<file path="src/rtl/seven_seg_scanner.sv">
// Time-multiplexed 4-digit common-anode seven-segment scanner with frame-synchronous updates.
// Optional leading-zero blanking is enabled by defining SEVSEG_LZB_EN.
module seven_seg_scanner #(
  parameter int DRIVE_CYC = 50000,
  parameter int GUARD_CYC = 500
) (
  input  logic       clk,
  input  logic       rst_n,
  input  logic       load,
  input  logic [3:0] dig_one,
  input  logic [3:0] dig_ten,
  input  logic [3:0] dig_hun,
  input  logic [3:0] dig_thou,
  output logic [6:0] seg,
  output logic [3:0] an,
  output logic       frame
);

  localparam int MAX_CYC = (DRIVE_CYC > GUARD_CYC) ? DRIVE_CYC : GUARD_CYC;
  localparam int CNT_W   = $clog2(MAX_CYC) + 1;
  localparam logic [CNT_W-1:0] GUARD_LAST = CNT_W'(GUARD_CYC - 1);
  localparam logic [CNT_W-1:0] DRIVE_LAST = CNT_W'(DRIVE_CYC - 1);

  typedef enum logic {GUARD, DRIVE} state_t;

  state_t           state, state_nxt;
  logic [CNT_W-1:0] cnt, cnt_nxt;
  logic [1:0]       idx, idx_nxt;
  logic             frame_start;
  logic [15:0]      pend, act;
  logic [15:0]      din;
  logic [3:0]       cur;
  logic             blank;
  logic [6:0]       seg_nxt;
  logic [3:0]       an_nxt;

  function automatic logic [6:0] decode(input logic [3:0] d);
    case (d)
      4'd0:    decode = 7'b1000000;
      4'd1:    decode = 7'b1111001;
      4'd2:    decode = 7'b0100100;
      4'd3:    decode = 7'b0110000;
      4'd4:    decode = 7'b0011001;
      4'd5:    decode = 7'b0010010;
      4'd6:    decode = 7'b0000010;
      4'd7:    decode = 7'b1111000;
      4'd8:    decode = 7'b0000000;
      4'd9:    decode = 7'b0010000;
      default: decode = 7'b0111111;
    endcase
  endfunction

  assign din = {dig_thou, dig_hun, dig_ten, dig_one};

  always_comb begin
    state_nxt   = state;
    cnt_nxt     = cnt + 1'b1;
    idx_nxt     = idx;
    frame_start = 1'b0;
    case (state)
      GUARD: begin
        if (cnt == GUARD_LAST) begin
          state_nxt = DRIVE;
          cnt_nxt   = '0;
        end
      end
      DRIVE: begin
        if (cnt == DRIVE_LAST) begin
          state_nxt   = GUARD;
          cnt_nxt     = '0;
          idx_nxt     = idx + 2'd1;
          frame_start = (idx == 2'd3);
        end
      end
      default: state_nxt = GUARD;
    endcase
  end

  always_comb begin
    case (idx)
      2'd0:    cur = act[3:0];
      2'd1:    cur = act[7:4];
      2'd2:    cur = act[11:8];
      default: cur = act[15:12];
    endcase
  end

`ifdef SEVSEG_LZB_EN
  // A digit is blanked only when it and every more-significant digit are zero.
  always_comb begin
    case (idx)
      2'd3:    blank = (act[15:12] == 4'd0);
      2'd2:    blank = (act[15:8] == 8'd0);
      2'd1:    blank = (act[15:4] == 12'd0);
      default: blank = 1'b0;
    endcase
  end
`else
  assign blank = 1'b0;
`endif

  always_comb begin
    seg_nxt = 7'h7F;
    an_nxt  = 4'hF;
    if (state == DRIVE) begin
      an_nxt  = ~(4'b0001 << idx);
      seg_nxt = blank ? 7'h7F : decode(cur);
    end
  end

  always_ff @(posedge clk or negedge rst_n) begin
    if (!rst_n) begin
      state <= GUARD;
      cnt   <= '0;
      idx   <= 2'd0;
      pend  <= 16'd0;
      act   <= 16'd0;
      seg   <= 7'h7F;
      an    <= 4'hF;
      frame <= 1'b0;
    end else begin
      state <= state_nxt;
      cnt   <= cnt_nxt;
      idx   <= idx_nxt;
      if (load)
        pend <= din;
      // A load on the frame-start edge bypasses pend so the new frame shows it.
      if (frame_start)
        act <= load ? din : pend;
      seg   <= seg_nxt;
      an    <= an_nxt;
      frame <= frame_start;
    end
  end

endmodule

</file>
<file path="config.mk">
export PLATFORM = sky130hd
export DESIGN_NAME = seven_seg_scanner
export DESIGN_NICKNAME = d
export VERILOG_FILES = /design/src/rtl/seven_seg_scanner.sv
export SDC_FILE = /design/constraint.sdc
export NUM_CORES = 1
export LEC_CHECK = 0
export BUFFER_PORTS_ARGS = -buffer_cell sky130_fd_sc_hd__buf_2
export CORE_MARGIN = 8
export CORE_UTILIZATION = 60
export DETAILED_ROUTE_END_ITERATION = 10
export PLACE_DENSITY = 0.81
export SYNTH_ARGS = -nofsm -noshare
export SYNTH_HDL_FRONTEND = slang
export SYNTH_SLANG_ARGS = --single-unit
</file>
<file path="constraint.sdc">
create_clock -name clk -period 5.8 [get_ports clk]
set_input_delay 0 -clock clk [delete_from_list [all_inputs] [get_ports clk]]
set_output_delay 0 -clock clk [all_outputs]
set_load 0.01 [all_outputs]
</file>
==> results of run 1 <==
==> sequential cells by signal (all words and copies together), names as in the netlist <==
name	count
pend	16
frame	1
idx	2
act	16
cnt	17
seg	7
state	1
an	4
==> how the worst min path moves through the flow <==
stage / start / to / slack (ns) / cells past startpoint
2_1_floorplan: rst_n / act[0] / -0.30 / 0
3_3_place_gp: rst_n / pend[1] / 0.20 / 2
3_5_place_dp: rst_n / pend[1] / 0.21 / 2
4_1_cts: load / pend[2] / 0.17 / 2
5_1_grt: load / pend[2] / 0.19 / 2
6_report: load / pend[2] / 0.18 / 2
==> cell families (layout without fill, tap and decap cells) <==
group                    count (synthesis)  in the layout
adder cells (fa/ha/maj)                  9              9
XOR/XNOR                                16             16
flip-flops                              64             64
multiplexers                            38             38
AND/OR/NAND/NOR                         71             71
buffers and inverters                   16             72
AO/OA/AOI/OAI                           13             13
==> cell usage after synthesis (3+ instances only) <==
master	n	area share, %
mux2_4	10	5.2
dfrtp_1	53	46
inv_1	8	1.0
dfstp_2	11	10
nor2_1	21	2.7
a222oi_1	4	1.4
mux2_2	24	9.4
nand3_1	7	1.2
clkbuf_1	5	0.65
o21ai_0	3	0.52
ha_1	9	3.9
nand4_1	6	1.3
nand2_1	21	2.7
mux2i_1	4	1.4
xnor2_1	9	2.7
xor2_1	7	2.1
==> metrics by stage <==
stage,hold WS (ns),area [um2],power (mW),std cells
floorplan,-0.296,2870,0.508,227
global placement,0.202,3040,0.529,304
detailed placement,0.207,3040,0.532,304
CTS,0.170,3390,0.881,337
global route,0.192,3390,0.908,337
finish,0.181,3390,0.870,337
==> cell usage in the layout (no fill, tap or decap), types with 2 or more instances in the layout <==
master         Yosys  final
xnor2_1            9      9
dfrtp_1           53     53
clkbuf_1           5      2
and3_1             2      2
nand3_1            7      7
ha_1               9      9
o2111ai_1          2      2
mux2_2            24     24
dlygate4sd3_1      0     17
a222oi_1           4      4
mux2i_1            4      4
nand4_1            6      6
inv_1              8      8
o21ai_0            3      3
nor4_1             2      2
xor2_1             7      7
nand2_1           21     21
buf_2              0     30
mux2_4            10     10
clkbuf_8           0     11
nor2_1            21     21
clkinv_2           0      2
dfstp_2           11     11
==> what timing repair did <==
action / 4_1_cts / 5_1_grt
hold buffers: 17 / 0
hold endpoints to repair: 69 / 0
resized for setup: 0 / 0
==> power breakdown <==
group	total, mW	internal, mW	leakage (nW)	switching [mW]
logic	0.0623	0.0335	0.668	0.0287
clock network	0.338	0.177	0.0894	0.161
registers	0.470	0.464	0.788	0.00681
total	0.870	0.674	1.55	0.196
==> routing by layer <==
metal  track usage (%)  vias up  part of all wire, %  wire, um
li1                  -      890                    -         -
met1              17.8      909                   44      2230
met2              25.5       32                   49      2470
met3              7.72        7                  6.1       309
met4              6.31        0                  1.3        65
met5                 0        -                    0         0
==> area by class of cell <==
cell class,instances,area (um2)
clock buffers,13,159
clock inverters,3,17.5
fillers,319,1270
inverters,8,30.0
multi-input cells,147,1170
flip-flops and latches,64,1620
well taps,54,67.6
repair buffers,48,328
==> flow_summary.yaml, run 1 <==
synth:
  synth_top_family_by_area: "multiplexers"
  ys.flop_type: "dfrtp_1"
  synthCells: 227
  yosysSeqAreaShare_pct: 56.3
  postSynth.asyncResetShare_pct: 100
  yosysUniqueCellTypes: 38
  synthMuxAreaShare_pct: 16.0
  syn_area_per_cell_um2: 12.6
  synth-edff-count: 0
  syn_nets: 255
  yosysWarnings: 0
  syn_area_um2: 2870
  ys_ff_latch: 64
  synthXorXnorAreaFrac_pct: 4.88
  synth_compound_area_share_pct: 3.62
  synth_adder_area_share_pct: 3.92
  synth-simple-area-share_pct: 12.4
critical_path:
  crit_start: "cnt[12]"
  worstRegToRegCells: 5
  crit_path_max_incr_delay_ns: 0.56
  required_ns: 6.02
  crit_type: "flop to flop"
  cp.depth: 5
  worstPathCellList: "or4_4, nor2_4, nand3_2, or2_1, mux2_4"
  worstPathArrival_ns: 2.48
  worst_r2r_endpoint: "act[13]"
  rr_startpoint: "cnt[12]"
  endpoint: "act[13]"
  crit_buf_inv: 0
  cp_max_fo: 16
  cp_slowest_cell: "or4_4"
  end_kind: "flop"
  ff2ff_setup_slack_ns: 3.55
  startpoint_type: "flop"
  path_delay_family: "simple AND/OR/NAND/NOR gates"
die:
  die_h_um: 85.2
  initial_utilization_pct: 61.6
  pin_count: 31
  die_area_um2: 7260
  die_w_um: 85.2
  core-area_um2: 4660
  rows: 25
route:
  wl_per_cell_um: 15.0
  drt_iter0_drc: 118
  drc_errors: 0
  drt_first_pass_iters: 4
  vias: 1838
  viasPerCell: 5.45
  wl_mm: 5.07
  ant_nets: 0
clock_network:
  cts.sinks: 64
  numCtsBuffers: 9
  clk_pin_slew_worst_paths_ns: 0.07
  clk_latency_ns: 0.34
  post-cts-setup-buffer-count: 0
  cts_tree: "yes"
  clock_path_buffers: 2
  cts_root_buf: "clkbuf_8"
  htreeDepth: 3
timing:
  drv_slew: 0
  min_period_over_period_pct: 38.8
  fmax_ghz: 0.444
  rsz0062_at_grt: "false"
  worst_slew_pin_slew_ns: 0.864
  hold_viol_final: 0
  tns_ns: 0
  setup_viol: 0
  slew_headroom_pct: 42.4
  finalCriticalPeriod_ns: 2.25
  setup_slack_ns: 3.55
  skew_ns: 0.0100
layout:
  n_antenna_cell: 0
  area_delta_synth_final_pct: 18.0
  drive_gt1_share_pct: 33.6
  final_util_pct: 72.7
  nNetsFinal: 306
grt:
  grt_max_degree: 65
  grt_use_total_pct: 15.9
  grt_pass1_wl_mm: 8.96
  grt_antenna_before_repair: 0
  grt_pass1_vias: 1933
  grt.overflow.total: 0
placed_design:
  gp_congestion: 0.815
  port_buffers: 30
  hpwl_mm: 3.40
  pre_cts_slack_ns: 3.54
worst_hold_path:
  hold_path_class: "input pin to flop"
pwr:
  power.leakage_nw: 1.55
  powerDensity_nw_per_um2: 257
  ir_worst_vdd_uv: 203
job:
  max_cap_violations: 0
status:
  status: "completed"
No activity file was read; power rests on OpenSTA's default activity.
==> run 2: changes to the inputs <==
- CORE_UTILIZATION: 60 -> 52
- PLACE_DENSITY: 0.81 -> 0.75
- clock period: 5.8 -> 2.05 ns (I/O delays scaled with it)
==> run 2 against run 1 <==
  * Die area rose by 12%
  * Clock skew fell by 0.0023 ns
  * Critical path depth rose by 5
  * Setup slack got worse by 3.5 ns
  * Largest power group unchanged
  * Highest routed layer unchanged
==> flow_summary.yaml, run 2 (synthesis results as in run 1) <==
pwr:
  netSwitchingFraction_pct: 21.2
  powerDensity_nw_per_um2: 754
  p_int_mw: 2.16
  p_seq_share_pct: 48.3
  power.switching_mw: 0.583
  power.leakage_nw: 1.66
  clock_power_share_pct: 44.7
  pwr-share-comb_pct: 6.9
  ir_worst_vdd_uv: 388
timing:
  drv_slew: 0
  tns_ns: 0
  rsz0062_at_grt: "true"
  fmax_ghz: 0.496
  slew_headroom_pct: 50.8
  worst_slew_pin_slew_ns: 0.738
  min_period_over_period_pct: 98.3
  finalCriticalPeriod_ns: 2.01
  hold_viol_final: 0
  skew_ns: 0.00771
  setup_viol: 0
grt:
  grt_antenna_before_repair: 0
  grt_max_degree: 65
  grt_pass1_vias: 2025
  grt_use_total_pct: 14.0
  grt_pass1_wl_mm: 9.31
  grt.overflow.total: 0
critical_path:
  cp_max_fo: 4
  required_ns: 2.27
  worstPathArrival_ns: 2.24
  end_kind: "flop"
  startpoint_type: "flop"
  crit_type: "flop to flop"
layout:
  stdcell_count: 369
  largest-register: "cnt"
  stdcell_area_um2: 3640
  n_antenna_cell: 0
  layout_common_cells: "53 x dfrtp_1, 30 x buf_2, 24 x mux2_2, 20 x nand2_1, 20 x nor2_1"
  area_delta_synth_final_pct: 26.8
  final_common_cell: "dfrtp_1"
  largest_reg_flops: 17
  reg_top3: "cnt (17), act (16), pend (16)"
  drive_gt1_share_pct: 41.4
  fillers: 392
  nNetsFinal: 320
clock_network:
  clk_latency_ns: 0.33
  cts.sinks: 64
  numCtsBuffers: 9
  clk_pin_slew_worst_paths_ns: 0.07
  cts_tree: "yes"
  htreeDepth: 3
  cts_root_buf: "clkbuf_8"
  clock_path_buffers: 2
route:
  dr_wl_met3_um: 202
  wl_mm: 5.39
  drc_errors: 0
  m1WireLength_mm: 2.36
  routed.top_layer: "met4"
  met2_length_mm: 2.74
  vias: 1895
  drt_iter0_drc: 96
  drt_first_pass_iters: 4
  ant_nets: 0
  viasPerCell: 5.14
  wl_per_cell_um: 14.6
die:
  die_w_um: 90.3
  die_h_um: 90.3
  core-area_um2: 5410
  die_area_um2: 8160
  rows: 27
  pin_count: 31
  initial_utilization_pct: 53.1
placed_design:
  hpwl_mm: 3.64
  dp.cells: 334
  gp_congestion: 0.779
  port_buffers: 30
  placed_area_um2: 3170
status:
  status: "completed"
job:
  max_cap_violations: 0
worst_hold_path:
  hold_path_class: "input pin to flop"
-- run 2: changes by cell type in the layout (fill, tap and decap cells not counted), sizes merged --
cell,delta
buf,+14
clkinvlp,-1
clkbuf,-2
bufinv,+2
clkinv,+1
-- run 2: worst paths after layout --
path / startpoint / to / slack (ns) / cells after the start
hold / removal: load / pend[1] / 0.22 / 2
max in group asynchronous: rst_n / act[0] / 1.22 / 3
setup reg to reg: idx[0] / seg[3] / 0.04 / 10
hold reg to reg: cnt[16] / cnt[16] / 0.49 / 1
setup / recovery: idx[0] / seg[3] / 0.04 / 10
min in group asynchronous: rst_n / pend[14] / 0.35 / 3
-- run 2: power groups by stage --
stage | clock (mW) | sequential (mW) | combinational [mW]
floorplan | 0 | 1.34 | 0.0940
global placement | 0 | 1.35 | 0.154
detailed placement | 0 | 1.35 | 0.159
CTS | 1.24 | 1.33 | 0.185
global route | 1.29 | 1.33 | 0.215
finish | 1.23 | 1.33 | 0.191
-- run 2: stage by stage --
stage	total power [mW]	setup slack [ns]	hold WS, ns	util, %
2_1_floorplan	1.44	0.0169	-0.296	-
3_3_place_gp	1.50	0.0970	0.211	58.6
3_5_place_dp	1.51	0.0755	0.205	58.6
4_1_cts	2.75	0.0564	0.217	66.0
5_1_grt	2.84	-0.101	0.221	67.4
6_report	2.75	0.0351	0.218	67.4
-- run 2: layout make-up --
cell class                      instances  area, um2  share of cell area, %
Clock buffer                           11        151                   4.16
Clock inverter                          5       78.8                   2.16
Inverter                                8       30.0                  0.824
Multi-Input combinational cell        147       1230                   33.8
Sequential cell                        64       1620                   44.3
Tap cell                               72       90.1                   2.47
Timing Repair Buffer                   62        445                   12.2
-- run 2: what timing repair did --
action / in CTS / in global routing
hold buffers: 17 / 0
setup buffers: 0 / 2
hold endpoints to repair: 69 / 0
endpoints found under the setup margin: 0 / 18
resized for setup: 0 / 14
-- run 2: worst max-delay path, stage by stage, from the launching register on --
cell and delay, ns:
dfrtp_1 0.40, buf_4 0.14, buf_4 0.13, ha_1 0.23
buf_4 0.18, mux2i_2 0.22, inv_2 0.08, ha_4 0.27
nand2_1 0.05, nand2_1 0.07, o2111ai_1 0.12
-- run 2: routing by layer --
| layer | GRT usage, % | up-vias |
|---|---|---|
| met5 | 0 | - |
| met3 | 4.24 | 8 |
| met1 | 15.8 | 933 |
| met4 | 7.63 | 0 |
| met2 | 23.1 | 33 |
| li1 | - | 921 |
